### config.mk
export PLATFORM = sky130hd
export DESIGN_NAME = stmt_lowerer_rr_arbiter
export DESIGN_NICKNAME = d
export VERILOG_FILES = /design/src/rtl/stmt_lowerer_arb_pkg.sv /design/src/rtl/stmt_lowerer_arb_pick.sv /design/src/rtl/stmt_lowerer_rr_arbiter.sv
export SDC_FILE = /design/constraint.sdc
export NUM_CORES = 1
export LEC_CHECK = 0
export CAP_MARGIN = 20
export CELL_PAD_IN_SITES_DETAIL_PLACEMENT = 0
export CELL_PAD_IN_SITES_GLOBAL_PLACEMENT = 1
export CORE_ASPECT_RATIO = 0.7
export CORE_MARGIN = 2
export CORE_UTILIZATION = 43
export DETAILED_ROUTE_END_ITERATION = 10
export PLACE_DENSITY = 0.9
export SLEW_MARGIN = 20
export SYNTH_ARGS = -nofsm -noshare
export SYNTH_HDL_FRONTEND = slang
export SYNTH_SLANG_ARGS = --single-unit
### constraint.sdc
create_clock -name clk -period 2.3 [get_ports clk]
set_input_delay 0.46 -clock clk [delete_from_list [all_inputs] [get_ports clk]]
set_output_delay 0.46 -clock clk [all_outputs]
set_load 0.03 [all_outputs]
### src/rtl/stmt_lowerer_arb_pkg.sv
// Shared FSM state, policy codes and counter width for the statement-lowerer arbiter.
// Latency: n/a (types only); backpressure: n/a.
package stmt_lowerer_arb_pkg;

    typedef enum logic {
        IDLE  = 1'b0,
        OWNED = 1'b1
    } arb_state_t;

    localparam logic [1:0] MODE_RR = 2'b00;
    localparam logic [1:0] MODE_LO = 2'b01;
    localparam logic [1:0] MODE_HI = 2'b10;

    localparam int HOLD_W = 8;

endpackage

### src/rtl/stmt_lowerer_arb_pick.sv
// Combinational winner select over (req & mask) by policy; RR searches from last+1.
// Latency: 0 cycles; backpressure: none, pure function of its inputs.
module stmt_lowerer_arb_pick
    import stmt_lowerer_arb_pkg::*;
#(
    parameter int N  = 4,
    parameter int IW = $clog2(N)
) (
    input  logic [N-1:0]  req,
    input  logic [N-1:0]  mask,
    input  logic [1:0]    mode,
    input  logic [IW-1:0] last,
    output logic          found,
    output logic [IW-1:0] idx
);

    logic [N-1:0]  cand;
    logic [IW-1:0] j;

    assign cand = req & mask;

    always_comb begin
        found = 1'b0;
        idx   = '0;
        j     = '0;
        case (mode)
            MODE_LO: begin
                for (int i = 0; i < N; i++) begin
                    if (cand[i]) begin
                        found = 1'b1;
                        idx   = IW'(i);
                        break;
                    end
                end
            end
            MODE_HI: begin
                for (int i = N - 1; i >= 0; i--) begin
                    if (cand[i]) begin
                        found = 1'b1;
                        idx   = IW'(i);
                        break;
                    end
                end
            end
            default: begin
                // MODE_RR and the spare 2'b11 code both rotate.
                for (int k = 1; k <= N; k++) begin
                    j = IW'((int'(last) + k) % N);
                    if (cand[j]) begin
                        found = 1'b1;
                        idx   = j;
                        break;
                    end
                end
            end
        endcase
    end

endmodule

### src/rtl/stmt_lowerer_rr_arbiter.sv
// N-way arbiter (RR / fixed-lo / fixed-hi) with hold limit and back-to-back re-grant.
// Latency: 1 cycle req->gnt; backpressure: requesters hold req until granted, owner releases via done or dropping req.
module stmt_lowerer_rr_arbiter
    import stmt_lowerer_arb_pkg::*;
#(
    parameter int N        = 4,
    parameter int MAX_HOLD = 15,
    localparam int IW      = $clog2(N)
) (
    input  logic          clk,
    input  logic          rst_n,
    input  logic [N-1:0]  req,
    input  logic          done,
    input  logic [1:0]    mode,
    output logic [N-1:0]  gnt,
    output logic [IW-1:0] gnt_id,
    output logic          gnt_valid,
    output logic          timeout
);

    arb_state_t        state_q, state_d;
    logic [N-1:0]      gnt_q, gnt_d;
    logic [IW-1:0]     gnt_id_q, gnt_id_d;
    logic [IW-1:0]     last_q, last_d;
    logic [HOLD_W-1:0] hold_q, hold_d;
    logic              timeout_q, timeout_d;

    logic [HOLD_W-1:0] hold_inc;
    logic              owner_req;
    logic              hold_hit;
    logic              release_own;
    logic              expire;
    logic [N-1:0]      pick_mask;
    logic [IW-1:0]     pick_last;
    logic              pick_found;
    logic [IW-1:0]     pick_idx;

    assign hold_inc    = hold_q + 1'b1;
    assign owner_req   = req[gnt_id_q];
    assign hold_hit    = (hold_inc == HOLD_W'(MAX_HOLD));
    assign release_own = done || !owner_req || hold_hit;
    // A voluntary release (done or dropped req) on the limit cycle suppresses timeout.
    assign expire      = hold_hit && !done && owner_req;

    // While owned, the releasing owner is excluded and becomes the RR reference.
    assign pick_mask = (state_q == OWNED) ? ~(N'(1) << gnt_id_q) : {N{1'b1}};
    assign pick_last = (state_q == OWNED) ? gnt_id_q : last_q;

    stmt_lowerer_arb_pick #(
        .N  (N),
        .IW (IW)
    ) u_pick (
        .req   (req),
        .mask  (pick_mask),
        .mode  (mode),
        .last  (pick_last),
        .found (pick_found),
        .idx   (pick_idx)
    );

    always_comb begin
        state_d   = state_q;
        gnt_d     = gnt_q;
        gnt_id_d  = gnt_id_q;
        last_d    = last_q;
        hold_d    = hold_q;
        timeout_d = 1'b0;
        case (state_q)
            IDLE: begin
                if (pick_found) begin
                    state_d  = OWNED;
                    gnt_d    = N'(1) << pick_idx;
                    gnt_id_d = pick_idx;
                    hold_d   = '0;
                end
            end
            OWNED: begin
                if (release_own) begin
                    last_d    = gnt_id_q;
                    timeout_d = expire;
                    hold_d    = '0;
                    if (pick_found) begin
                        gnt_d    = N'(1) << pick_idx;
                        gnt_id_d = pick_idx;
                    end else begin
                        state_d  = IDLE;
                        gnt_d    = '0;
                        gnt_id_d = '0;
                    end
                end else begin
                    hold_d = hold_inc;
                end
            end
            default: begin
                state_d = IDLE;
                gnt_d   = '0;
            end
        endcase
    end

    always_ff @(posedge clk or negedge rst_n) begin
        if (!rst_n) begin
            state_q   <= IDLE;
            gnt_q     <= '0;
            gnt_id_q  <= '0;
            last_q    <= IW'(N - 1);
            hold_q    <= '0;
            timeout_q <= 1'b0;
        end else begin
            state_q   <= state_d;
            gnt_q     <= gnt_d;
            gnt_id_q  <= gnt_id_d;
            last_q    <= last_d;
            hold_q    <= hold_d;
            timeout_q <= timeout_d;
        end
    end

    assign gnt       = gnt_q;
    assign gnt_id    = gnt_id_q;
    assign gnt_valid = |gnt_q;
    assign timeout   = timeout_q;

endmodule
==> implementation parameters <==
Parameter                              Value

Final layout
  Area of combinational cells with multiple inputs    930 sq um
  Fraction of final layout cells sized beyond drive strength 1    25.6%
  Filler cell count    280
  Final antenna diode count    0
  Final-stage net count    approximately 210
  Footprint of the flip-flops and latches    approximately 450 sq um
  Synthesis-to-layout area growth    27.5%
  Cell area after layout    1870 sq um

Worst hold path
  Min-delay worst type    reg -> reg
  Startpoint of the most critical hold path    hold_q[7]
  Hold path endpoint    hold_q[7]
  Number of cells traversed by the worst hold path    1

Pwr
  Clock power share    14.0%
  Post-layout total power    1.84 mW
  Net switching component of the power    approximately 0.75 mW
  Power share of the sequential group    28.6%
  LEAKAGE    approximately 0.87 nW
  Internal power of the cells    ~1.1 mW
  Power share of the combinational group    57.4%
  Power per cell area    986 nW/um^2
  Switch share    41.0%
  IR Drop Worst-Case VDD    0.829 mV

Synth
  Multiplexer share of the synthesized area    a little over 9%
  Warnings, synthesis    0
  Synthesized Nets    173
  Simple-gate share of the synthesized area    20.3%
  Number of synthesized flops with an enable pin    0
  Synthesis-stage register bit count    18
  Post-Syn Area    about 1500 sq um
  Share of the yosys chip area belonging to registers    30.9%
  Adder-cell share of the synthesized area    3.42%
  Proportion of synthesized flip-flops having asynchronous set or reset    100%
  Number of library cell types mapped by synthesis    54
  Compound-Gate Fraction of Synth Area    ~27%
  Cell count after synthesis    160
  Primary flip-flop cell chosen by synthesis mapping    dfrtp_1
  Post-Synthesis Mean Instance Area    9.15 sq um
  Combinational family with the most area after synthesis    compound AO/OA/AOI/OAI gates
  Synthesized-area fraction occupied by xor and xnor cells    3.59%

Clock network
  H-tree depth    1
  Hold-fix buffer count after cts    0
  CTS tree    built
  Number of buffers added by the clock tree synthesis step    3
  Clock root buffer    clkbuf_8
  Clock transition at the registers of the reported paths    0.07 ns
  Clk sink count    18
  Maximum root-to-sink buffer count    2
  Source-to-sink clock delay at the later pin of the worst-skew pair    0.25 ns

Worst setup path
  Data required time at the worst endpoint    1.84 ns
  Buffers and inverters on the worst path    1
  Cell-by-cell listing of the critical path    or4_1, clkdlybuf4s50_1
  R2r startpoint    gnt_id[0]
  Element type at the critical path start    register
  Slowest cell on the critical path    clkdlybuf4s50_1
  Worst setup path class    reg -> out
  Largest stage delay on the critical path    0.61 ns
  Crit path max fanout    3
  Family with the most delay on the worst path    buffers and inverters
  Worst endpoint data arrival time    roughly 1.8 ns
  Worst Setup SP    gnt[0]
  Kind of end point of the critical path    primary output
  Worst r2r path cells    8
  Worst flop-to-flop path endpoint    gnt[0]
  FF-to-FF setup slack    0.11 ns

Global routing
  Maximum number of pins on one net before global-route repair    19
  Met1 Usage GRT    32.4%
  Most utilized layer in the global route result    met1
  Global-route track usage on met3    slightly below 5%
  Global routing met2 resource utilization    between 20% and 30%
  First-pass GRT wire length    5930 um
  Global router's overall resource usage    roughly 20%
  Overflow left after global routing    0
  Initial antenna violation count    0
  Vias in the first global route    between 1k and 1.5k

Timing
  Final setup violating endpoints    0
  Maximum clock rate    0.445 GHz
  Headroom to the max-slew limit    approximately 70%
  Worst setup slack after layout    0.0513 ns
  Total count of max-transition violations in the final report    0
  Period utilization    97.8%
  Time the final worst path needs with I/O delays and setup    2.25 ns
  Hold violation total from the final report    0
  Final clock skew    ~0.0046 ns
  Setup repair after global routing missed its margin    no
  Worst-Margin Slew    0.457 ns

Die
  Core area    about 3200 sq um
  Die Area    3890 sq um
  Die Ht    between 50 and 60 um
  Top-level I/O count    17
  Initial Util    45.9%
  Floorplan die width    73.7 um
  Placement Rows    17

Place
  Placer Congestion    0.925
  Post-DP Area    between 1500 and 2000 sq um
  DP HPWL    2720 um
  Setup Slack @ Placement    -0.231 ns
  Count of port buffers added during placement    16

Run
  MaxCap Viol Count    0

Drt
  Total routed wirelength    around 3500 um
  Number of DRC markers in iteration 0    ~110
  Average wire per cell in the routed design    15.0 um
  Count of vias placed by the detailed router    approximately 1.3k
  First-pass detailed-route iteration total    4
  Residual antenna-violating net count after detailed routing    0
  Final routed DRC violation total    0
  Via-per-instance ratio    slightly below 6

Status
  Run status    completed
[flip-flops by register name (all words and copies together), names as in the netlist]
register / cells
gnt: 4
last_q: 2
hold_q: 8
timeout: 1
state_q: 1
gnt_id: 2
[metal layers]
metal | up-vias | wire length [um]
met5 | - | 0
met4 | 0 | 0
met3 | 0 | 247
met2 | 43 | 1420
met1 | 647 | 1820
li1 | 655 | -
[cells in the final DEF, fill, tap and decap left out, drive strengths merged, types with 2 or more instances in the layout]
master	instances
o31ai	2
dfrtp	16
a21oi	8
buf	25
a22o	3
xnor2	3
nor3	4
nand2	16
inv	6
and2b	3
o21ai	14
nand3	4
mux2i	5
mux2	4
nor2	12
clkbuf	4
nand2b	2
nor2b	4
xor2	3
and2	2
clkdlybuf4s50	12
a211oi	3
nand3b	3
o32a	2
a32o	2
o22a	2
dfstp	2
and3	2
ha	4
a21o	5
dlymetal6s2s	4
o41ai	2
[power groups by stage]
stage / clock (mW) / sequential, mW / combinational [mW]
after floorplan: 0 / 0.548 / 0.667
after global placement: 0 / 0.526 / 1.02
after detailed placement: 0 / 0.529 / 1.04
after CTS: 0.261 / 0.524 / 1.05
after global routing: 0.275 / 0.541 / 1.14
final: 0.258 / 0.526 / 1.06
[worst register-to-register path, stage by stage, from the launching register on]
cell,delay [ns]
dfrtp_1,0.54
buf_4,0.22
mux2i_1,0.19
o22a_1,0.18
buf_4,0.12
a2bb2oi_1,0.19
a21oi_1,0.10
o32a_4,0.25
o41ai_2,0.30
[kinds of logic after synthesis]
| logic type | count (synthesis) |
|---|---|
| xor+xnor | 6 |
| fa+ha+maj | 4 |
| mux | 10 |
| flops | 18 |
| compound gates | 52 |
| buf+inv | 16 |
| simple gates | 54 |
[through the flow]
step | hold WS, ns | std cells | utilization [%] | setup TNS [ns]
floorplan | 0.164 | 160 | - | 0
global placement | 0.489 | 229 | 56.3 | -1.31
detailed placement | 0.499 | 229 | 56.3 | -2.16
CTS | 0.518 | 233 | 58.0 | 0
global route | 0.540 | 233 | 58.5 | 0
finish | 0.521 | 233 | 58.5 | 0
[cell type report]
type                       instances  share of cell area (%)
inverter                           6                    1.21
clock buffer                       4                    2.95
multi-input combinational        126                    49.8
tap                               38                    2.55
sequential                        18                    24.3
timing repair buffer              41                    19.2
[synthesized netlist by cell type (4+ instances only)]
library cell  instances  share of area [%]
a21o_1                4                2.1
a21oi_1               7                2.4
buf_2                 7                2.4
dfrtp_1              16                 27
ha_1                  4                3.4
inv_1                 6                1.5
mux2_2                4                3.1
mux2i_1               4                2.7
nand2_1              15                3.8
nor2_1               12                3.1
nor2b_1               4                1.7
o21ai_0              13                4.4
[how the worst max path moves through the flow]
stage                endpoint  slack (ns)  cells after the start
global route           gnt[0]       0.002                      8
floorplan              gnt[1]        0.24                      6
global placement       gnt[1]       -0.16                      7
CTS                 hold_q[2]        0.02                      8
finish              gnt_valid        0.05                      2
detailed placement  hold_q[2]       -0.23                      8
[what timing repair did]
item                                    in CTS  in global routing
buffers inserted                             0                  0
gates resized for setup                      0                  7
endpoints found under the setup margin       0                  6
Note: power is estimated with default switching activity, not from simulation.
